===== src/rtl/interleaver_seq_ctrl_pkg.sv =====
// Shared types and constants for the 4x4 block interleaver sequencing controller.
// il_addr_map gives the memory byte read for output position k.
package interleaver_seq_ctrl_pkg;

  typedef enum logic {StFill, StDrain} state_e;

  localparam int unsigned BLK    = 16;
  localparam int unsigned ADDR_W = 4;

  // Output k reads memory byte (k % 4) * 4 + k / 4.
  function automatic logic [ADDR_W-1:0] il_addr_map(input logic [ADDR_W-1:0] k);
    return {k[1:0], k[3:2]};
  endfunction

endpackage


===== src/rtl/interleaver_skid_fifo.sv =====
// Small FIFO of {sof, eof, data} entries that absorbs the interleaver read latency.
// Supports a same-cycle push and pop, plus a synchronous clear.
module interleaver_skid_fifo #(
  parameter int unsigned Width = 10,
  parameter int unsigned Depth = 2,
  localparam int unsigned PtrW = (Depth > 1) ? $clog2(Depth) : 1,
  localparam int unsigned CntW = $clog2(Depth + 1)
) (
  input  logic             clk,
  input  logic             rst,
  input  logic             clear_i,
  input  logic             push_i,
  input  logic [Width-1:0] data_i,
  input  logic             pop_i,
  output logic [Width-1:0] data_o,
  output logic             full_o,
  output logic             empty_o,
  output logic [CntW-1:0]  count_o
);

  logic [Width-1:0] mem_q [Depth];
  logic [Width-1:0] mem_d [Depth];
  logic [PtrW-1:0]  wr_ptr_q, wr_ptr_d;
  logic [PtrW-1:0]  rd_ptr_q, rd_ptr_d;
  logic [CntW-1:0]  cnt_q, cnt_d;
  logic             wr_en, rd_en;

  assign full_o  = (cnt_q == CntW'(Depth));
  assign empty_o = (cnt_q == '0);
  assign count_o = cnt_q;
  assign data_o  = mem_q[rd_ptr_q];

  // A push into a full FIFO is only honoured when a pop frees the head slot.
  assign wr_en = push_i && (!full_o || pop_i) && !clear_i;
  assign rd_en = pop_i && !empty_o && !clear_i;

  always_comb begin
    mem_d    = mem_q;
    wr_ptr_d = wr_ptr_q;
    rd_ptr_d = rd_ptr_q;
    cnt_d    = cnt_q;
    if (wr_en) begin
      mem_d[wr_ptr_q] = data_i;
      wr_ptr_d = (wr_ptr_q == PtrW'(Depth - 1)) ? '0 : wr_ptr_q + PtrW'(1);
    end
    if (rd_en) begin
      rd_ptr_d = (rd_ptr_q == PtrW'(Depth - 1)) ? '0 : rd_ptr_q + PtrW'(1);
    end
    unique case ({wr_en, rd_en})
      2'b10:   cnt_d = cnt_q + CntW'(1);
      2'b01:   cnt_d = cnt_q - CntW'(1);
      default: cnt_d = cnt_q;
    endcase
    if (clear_i) begin
      wr_ptr_d = '0;
      rd_ptr_d = '0;
      cnt_d    = '0;
    end
  end

  always_ff @(posedge clk) begin
    if (!rst) begin
      for (int i = 0; i < int'(Depth); i++) mem_q[i] <= '0;
      wr_ptr_q <= '0;
      rd_ptr_q <= '0;
      cnt_q    <= '0;
    end else begin
      mem_q    <= mem_d;
      wr_ptr_q <= wr_ptr_d;
      rd_ptr_q <= rd_ptr_d;
      cnt_q    <= cnt_d;
    end
  end

endmodule


===== src/rtl/interleaver_seq_ctrl.sv =====
// Fills the 4x4 interleaver in row order, then drains it with interleaved reads
// into a framed valid/ready output stream; fill and drain never overlap.
module interleaver_seq_ctrl
  import interleaver_seq_ctrl_pkg::*;
#(
  parameter int unsigned DW   = 8,
  parameter int unsigned SKID = 2
) (
  input  logic          clk,
  input  logic          rst,
  input  logic          in_valid,
  output logic          in_ready,
  input  logic [DW-1:0] in_data,
  output logic          out_valid,
  input  logic          out_ready,
  output logic [DW-1:0] out_data,
  output logic          out_sof,
  output logic          out_eof,
  input  logic          flush,
  output logic          il_write,
  output logic          il_leaver,
  output logic [3:0]    il_addr,
  output logic [DW-1:0] il_wdata,
  input  logic [DW-1:0] il_rdata,
  output logic [15:0]   blk_cnt,
  output logic          busy
);

  localparam int unsigned CntW = $clog2(SKID + 1);

  state_e       state_q, state_d;
  logic [3:0]   wr_cnt_q, wr_cnt_d;
  logic [4:0]   rd_cnt_q, rd_cnt_d;
  logic         inflight_q, inflight_d;
  logic [3:0]   inflight_tag_q, inflight_tag_d;
  logic [15:0]  blk_cnt_q, blk_cnt_d;
  logic         flush_hold_q, flush_hold_d;

  logic            in_fire, out_fire;
  logic            fifo_push, fifo_clear, fifo_full, fifo_empty;
  logic [DW+1:0]   fifo_wdata, fifo_head;
  logic [CntW-1:0] fifo_cnt;
  logic [3:0]      credit;

  interleaver_skid_fifo #(
    .Width (DW + 2),
    .Depth (SKID)
  ) u_skid (
    .clk     (clk),
    .rst     (rst),
    .clear_i (fifo_clear),
    .push_i  (fifo_push),
    .data_i  (fifo_wdata),
    .pop_i   (out_fire),
    .data_o  (fifo_head),
    .full_o  (fifo_full),
    .empty_o (fifo_empty),
    .count_o (fifo_cnt)
  );

  assign out_valid = !fifo_empty;
  assign out_sof   = out_valid && fifo_head[DW+1];
  assign out_eof   = out_valid && fifo_head[DW];
  assign out_data  = fifo_head[DW-1:0];
  assign out_fire  = out_valid && out_ready;
  assign blk_cnt   = blk_cnt_q;
  assign busy      = (state_q != StFill) || (wr_cnt_q != '0);

  assign in_ready = rst && (state_q == StFill) && !flush_hold_q;
  assign in_fire  = in_valid && in_ready;

  // Slots committed to the skid once this cycle's pop and the in-flight read land.
  assign credit = 4'(fifo_cnt) + 4'(inflight_q) - 4'(out_fire);

  always_comb begin
    state_d        = state_q;
    wr_cnt_d       = wr_cnt_q;
    rd_cnt_d       = rd_cnt_q;
    inflight_d     = 1'b0;
    inflight_tag_d = inflight_tag_q;
    blk_cnt_d      = blk_cnt_q;
    flush_hold_d   = flush;
    il_write       = 1'b0;
    il_leaver      = 1'b0;
    il_addr        = '0;
    il_wdata       = '0;
    fifo_clear     = 1'b0;
    fifo_push      = inflight_q;
    fifo_wdata     = {(inflight_tag_q == 4'd0), (inflight_tag_q == 4'(BLK - 1)), il_rdata};

    unique case (state_q)
      StFill: begin
        if (in_fire && !flush) begin
          il_write = 1'b1;
          il_addr  = wr_cnt_q;
          il_wdata = in_data;
          if (wr_cnt_q == 4'(BLK - 1)) begin
            wr_cnt_d = '0;
            rd_cnt_d = '0;
            state_d  = StDrain;
          end else begin
            wr_cnt_d = wr_cnt_q + 4'd1;
          end
        end
      end
      StDrain: begin
        if ((rd_cnt_q < 5'(BLK)) && (credit < 4'(SKID)) && (!fifo_full || out_fire)) begin
          il_leaver      = 1'b1;
          il_addr        = rd_cnt_q[3:0];
          inflight_d     = 1'b1;
          inflight_tag_d = rd_cnt_q[3:0];
          rd_cnt_d       = rd_cnt_q + 5'd1;
        end
        if (out_fire && fifo_head[DW]) begin
          state_d   = StFill;
          rd_cnt_d  = '0;
          blk_cnt_d = blk_cnt_q + 16'd1;
        end
      end
      default: state_d = StFill;
    endcase

    if (flush) begin
      state_d    = StFill;
      wr_cnt_d   = '0;
      rd_cnt_d   = '0;
      inflight_d = 1'b0;
      blk_cnt_d  = blk_cnt_q;
      fifo_clear = 1'b1;
    end
  end

  always_ff @(posedge clk) begin
    if (!rst) begin
      state_q        <= StFill;
      wr_cnt_q       <= '0;
      rd_cnt_q       <= '0;
      inflight_q     <= 1'b0;
      inflight_tag_q <= '0;
      blk_cnt_q      <= '0;
      flush_hold_q   <= 1'b0;
    end else begin
      state_q        <= state_d;
      wr_cnt_q       <= wr_cnt_d;
      rd_cnt_q       <= rd_cnt_d;
      inflight_q     <= inflight_d;
      inflight_tag_q <= inflight_tag_d;
      blk_cnt_q      <= blk_cnt_d;
      flush_hold_q   <= flush_hold_d;
    end
  end

endmodule


===== config.mk =====
export PLATFORM = sky130hd
export DESIGN_NAME = interleaver_seq_ctrl
export DESIGN_NICKNAME = d
export VERILOG_FILES = /design/src/rtl/interleaver_seq_ctrl_pkg.sv /design/src/rtl/interleaver_skid_fifo.sv /design/src/rtl/interleaver_seq_ctrl.sv
export SDC_FILE = /design/constraint.sdc
export NUM_CORES = 1
export LEC_CHECK = 0
export ABC_AREA = 1
export CORE_MARGIN = 4
export CORE_UTILIZATION = 40
export DETAILED_ROUTE_END_ITERATION = 10
export PLACE_DENSITY_LB_ADDON = 0.1
export SLEW_MARGIN = 20
export SYNTH_ARGS = -nofsm -noshare
export SYNTH_HDL_FRONTEND = slang
export SYNTH_SLANG_ARGS = --single-unit
export TNS_END_PERCENT = 20

===== constraint.sdc =====
create_clock -name clk -period 4.1 [get_ports clk]
set_clock_uncertainty 0.15 [all_clocks]
set_input_delay 1.025 -clock clk [delete_from_list [all_inputs] [get_ports clk]]
set_output_delay 1.025 -clock clk [all_outputs]
set_load 0.01 [all_outputs]

; ---- Word-level counts from Yosys, hierarchy flattened
; Cells that the tools add are included.
[totals]
regBits = 56
latchBits = 0
out_inout_bits = 43
ramBits = 0
mem_bits_ro = 0
n_memories = 0
[classes]
n_bitwise = 5
multipliers = 0
muxes = 29
n_addsub = 9
order_cmp = 5
eq_ne = 8
div = 0
shifts = 0
reduce_logical = 32
[ops]
columns = cell, n
row1 = 10-bit two-way mux, 4
row2 = 20-bit bitwise mux, 1
row3 = 5-bit two-way mux, 4
row4 = "16-bit by 1-bit adder with 16-bit output, second input constant", 1
row5 = 8-bit two-way mux, 2
row6 = 1-bit logical AND, 15
row7 = 4-bit two-way mux, 3
row8 = 10-bit demux with 1-bit select, 1
row9 = 1-bit two-way mux, 10
row10 = 5-bit case mux with 2 select lines, 1
row11 = "4-bit equality test, second input constant", 2
row12 = 4-bit case mux with 2 select lines, 1
row13 = 3-bit AND reduction, 2
row14 = "5-bit by 1-bit adder with 5-bit output, second input constant", 1
row15 = 1-bit zero test, 5
row16 = "5-bit less-than comparator, second input constant", 1
row17 = "4-bit by 1-bit adder with 4-bit output, second input constant", 1
row18 = "2-bit equality test, second input constant", 2
row19 = "2-bit >= comparator, second input constant", 2
row20 = 4-bit zero test, 1
row21 = "4-bit by 2-bit less-than comparator with 1-bit output, second input constant", 1
row22 = "2-bit by 1-bit inequality test with 1-bit output, second input constant", 2
row23 = 1-bit NOT with 2-bit output, 2
row24 = 2-bit case mux with 2 select lines, 1
row25 = 16 further kinds, 22

; ---- Longest topological paths before layout
[logic_depth]
depth_word = 10
depth_mapped = 13

; ---- Cells and area by module
; A second synthesis with hierarchy kept.
[hier_totals]
hier_cells = 497
area_unflattened_um2 = 3196.8
[by_module_without_submodules]
columns = mod, cells_each, area_per_inst_um2, n_inst, seq_area_each_um2
row1 = interleaver_seq_ctrl, 281, 1871.8, 1, 640.6
row2 = interleaver_skid_fifo, 216, 1325.0, 1, 480.5

; ---- Least setup slack after synthesis
; Ideal clock, no wire load.
[synth_path]
path_type = input -> output
from = in out_ready
to = out il_addr[0]
path_slack_ns = 0.244
path_buffers = 0
t_arrival_ns = 2.681
path_stages = 10
path_cell_list = inv_2 > nor2_8 > nand2_1 > a21oi_1 > fa_1 > nor2_1 > nand4_2 > nor2_2 > nand2_1 > o21ai_0
[synth_via]
elab_chain_cells = 7
[synth_rtl]
columns = item, line_no
row1 = from (decl), interleaver_seq_ctrl.sv:15  ; input logic out_ready,
row2 = 1-bit logical AND *, interleaver_seq_ctrl.sv:65  ; assign out_fire = out_valid && out_ready;
row3 = 3-bit by 1-bit subtractor with 4-bit output, interleaver_seq_ctrl.sv:73  ; assign credit = 4'(fifo_cnt) + 4'(inflight_q) - 4'(out_fire);
row4 = 4-bit by 2-bit less-than comparator with 1-bit output, interleaver_seq_ctrl.sv:107  ; if ((rd_cnt_q < 5'(BLK)) && (credit < 4'(SKID)) && (!fifo_full || out_fire)) begin
row5 = 1-bit logical AND, interleaver_seq_ctrl.sv:107
row6 = 1-bit logical AND *, interleaver_seq_ctrl.sv:107
row7 = 4-bit two-way mux *, interleaver_seq_ctrl.sv:107
row8 = 4-bit case mux with 2 select lines *, interleaver_seq_ctrl.sv:91  ; unique case (state_q)
row9 = to (decl), interleaver_seq_ctrl.sv:22  ; output logic [3:0] il_addr,
; Mark *: on every way between the ends. The rest lies on a longest branch, timed or not.

; ---- Worst setup path after layout
[layout_path]
from = in out_ready
to = out il_addr[3]
; Same word-level chain as after synthesis.

==> metrics.cfg <==
[sta]
holdWs_ns=0.301
final-setup-viol-count=0
maxClockFrequency_mhz=251
slew_headroom=0.580
min_period_over_period=0.970
max_slew_vio_count=0
timing_worst_slew_pin_value_ns=0.629
layout_min_cycle_time_ns=3.98
grt_setup_unrepaired=no
finalHoldViolCount=0

[synth]
synth_top_cells_by_area=sky130_fd_sc_hd__dfxtp_1, sky130_fd_sc_hd__nand2_1, sky130_fd_sc_hd__inv_1
syn-cell-area_sq_um=2850
syn_inst=411
yosys.area.top_type_share=0.394
synth.yosys.seq_area_share=0.394
number_of_flip_flops_and_latches_in_the_synthesized_netlist=56
synthesized_net_count=438
synth_area_leader_cell=sky130_fd_sc_hd__dfxtp_1
synth_cell_types=31
synth_warnings=0
post_synth.cell_area_avg_sq_um=6.93

[global_route]
leftover_overflow_at_the_end_of_global_routing=0
grt_max_degree=26
grt_pass1_wl_microns=11300
first_global_vias=2464
initial_antenna_violation_count=0
groute.usage.overall=0.159

[worst_hold_path]
hold_path_startpoint=u_skid.mem_q[14]
path_type_of_the_worst_min_delay_path=reg -> reg

[setup_path]
category_of_the_most_critical_setup_path=in -> out
cp_data_arrival_time_ns=2.80
crit_family=buffers and inverters
crit_path_max_incr_delay_ns=0.45
crit_chain=buf_2, inv_4, nor2_8, nand2_2, buf_4, fa_1, nor2_1, nand4_2, nor2_4, buf_6, buf_4, nand2_1, o21ai_1, buf_2
end_kind=output pin
timing.critical_path.buf_inv=6
critPathLaunch=out_ready
crit_path_start_kind=input pin
r2r_start=u_skid.count_o[0]
cp_max_fo=3
worst_ep_required_time_ns=2.92
crit_slowest_cell=sky130_fd_sc_hd__fa_1

[cells_and_area]
final_layout_size_suffix_gt1_frac=0.129
final_core_utilization=0.551
num-nets-final=514
area_growth_from_synthesis_to_layout_pct=32.9
mostFrequentLayoutCells=sky130_fd_sc_hd__nand2_1, sky130_fd_sc_hd__inv_1, sky130_fd_sc_hd__clkdlybuf4s50_1
layout.cells.most_common=sky130_fd_sc_hd__nand2_1
area_occupied_by_multi_input_gates_sq_um=1450
n_fill_cell=676
antenna_cells=0
sequential_cell_area_sq_um=1120

[drt]
drt_first_iter_violations=65
drc=0
drt_pass1_iterations=4
via_per_inst=4.62
postRouteAntennaNets=0
drt-total-wl_microns=6620
route.detailed.wl_per_inst_microns=11.3
vias=2698

[floorplan]
ios=64
std_cell_rows=30
die_width_microns=92.4
initial_utilization=0.414
die_area_sq_um=8530
dieHeight_microns=92.4
core_area_sq_um=6870

[clock_tree]
clockRootBuffer=sky130_fd_sc_hd__clkbuf_8
clock_insertion_delay_worst_skew_ns=0.31
clock_tree.buffer_depth=2
tritoncts_buffers=5
cts.sink_count=56
htree_levels=2
tritoncts=yes
clkTransAtPathRegs_ns=0.10

[place]
gp_congestion=0.816
dpl.hpwl_microns=4880
port_buffers=63

[run]
total_of_max_cap_violations=0

[pwr]
total_leakage_power_nw=1.53
pwr_density_cell_nw_per_um2=264
power.ir.vdd_worst_v=0.000149

[status]
outcome=complete, no violations

[cell families (layout without fill, tap and decap cells)]
| kind of cell | after synthesis | in the layout | share of synthesized area |
|---|---|---|---|
| buffers and inverters | 74 | 151 | 0.102 |
| adder cells (fa/ha/maj) | 6 | 6 | 0.0290 |
| AO/OA/AOI/OAI | 78 | 78 | 0.141 |
| flip-flops | 56 | 56 | 0.394 |
| XOR/XNOR | 4 | 4 | 0.0123 |
| AND/OR/NAND/NOR | 193 | 193 | 0.321 |
[timing repair]
action | in CTS | in global routing
endpoints found under the setup margin | 5 | 2
pin swaps | 7 | 2
hold buffers | 0 | 0
buffers inserted | 4 | 1
gates resized for setup | 28 | 0
[report_power, final]
group / switching (mW) / leakage, nW / internal, mW / total [mW]
Combinational: 0.0279 / 1.01 / 0.0299 / 0.0578
Sequential: 0.000395 / 0.451 / 0.544 / 0.545
Clock: 0.179 / 0.0645 / 0.216 / 0.395
[final timing paths]
| check | endpoint | slack (ns) | cells after the start |
|---|---|---|---|
| worst max register to register | inflight_tag_q[3] | 1.62 | 13 |
| worst min register to register | u_skid.mem_q[14] | 0.30 | 2 |
| worst min-delay path | u_skid.mem_q[14] | 0.30 | 2 |
| worst max-delay path | il_addr[3] | 0.12 | 14 |
[area by class of cell]
type,instances,area share
multi-input combinational,281,0.382
sequential,56,0.296
clock inverter,1,0.00794
inverter,64,0.0642
timing repair buffer,79,0.192
tap,96,0.0317
clock buffer,7,0.0255
[worst register-to-register path, delay by kind of cell (launching register included)]
family / cells / cell delay, ns
flip-flops: 1 / 0.45
AND/OR/NAND/NOR: 7 / 0.77
buffers and inverters: 4 / 0.47
adder cells (fa/ha/maj): 1 / 0.45
AO/OA/AOI/OAI: 1 / 0.12
[synth_stat cells (all sizes together)]
| cell | instances |
|---|---|
| xnor2 | 1 |
| ha | 5 |
| xor2 | 3 |
| dfxtp | 56 |
| nor4 | 1 |
| nand3 | 15 |
| o21ai | 35 |
| nor2 | 55 |
| a21oi | 43 |
| clkbuf | 3 |
| nand4 | 9 |
| nand2 | 106 |
| fa | 1 |
| nor3 | 5 |
| inv | 64 |
| nand3b | 2 |
| buf | 7 |
[through the flow]
stage | setup slack, ns | total power, mW | TNS [ns] | cells | cell area, sq um
after floorplan | 0.244 | 0.581 | 0 | 411 | 2850
after global placement | -0.696 | 0.616 | -3.36 | 571 | 3630
after detailed placement | -0.756 | 0.616 | -3.67 | 571 | 3630
after CTS | 0.0689 | 1.01 | 0 | 583 | 3780
after global routing | 0.0104 | 1.04 | 0 | 584 | 3780
final | 0.121 | 0.997 | 0 | 584 | 3780
[registers in the layout, summed over array words and instances (netlist names)]
register / flops
u_skid.count_o: 2
fifo_push: 1
state_q: 1
u_skid.mem_q: 20
u_skid.rd_ptr_q: 1
wr_cnt_q: 4
blk_cnt: 16
flush_hold_q: 1
u_skid.wr_ptr_q: 1
rd_cnt_q: 5
inflight_tag_q: 4
[per-layer routing]
layer  wire length, microns  vias to the layer above  global-route usage  part of all wire
met3                    344                        5              0.0406             0.052
met4                     61                        0              0.0371            0.0092
met5                      0                        -                   0                 0
met2                   3050                       54               0.269              0.46
li1                       -                     1444                   -                 -
met1                   3170                     1195               0.204              0.48
No activity file was read; power rests on OpenSTA's default activity.
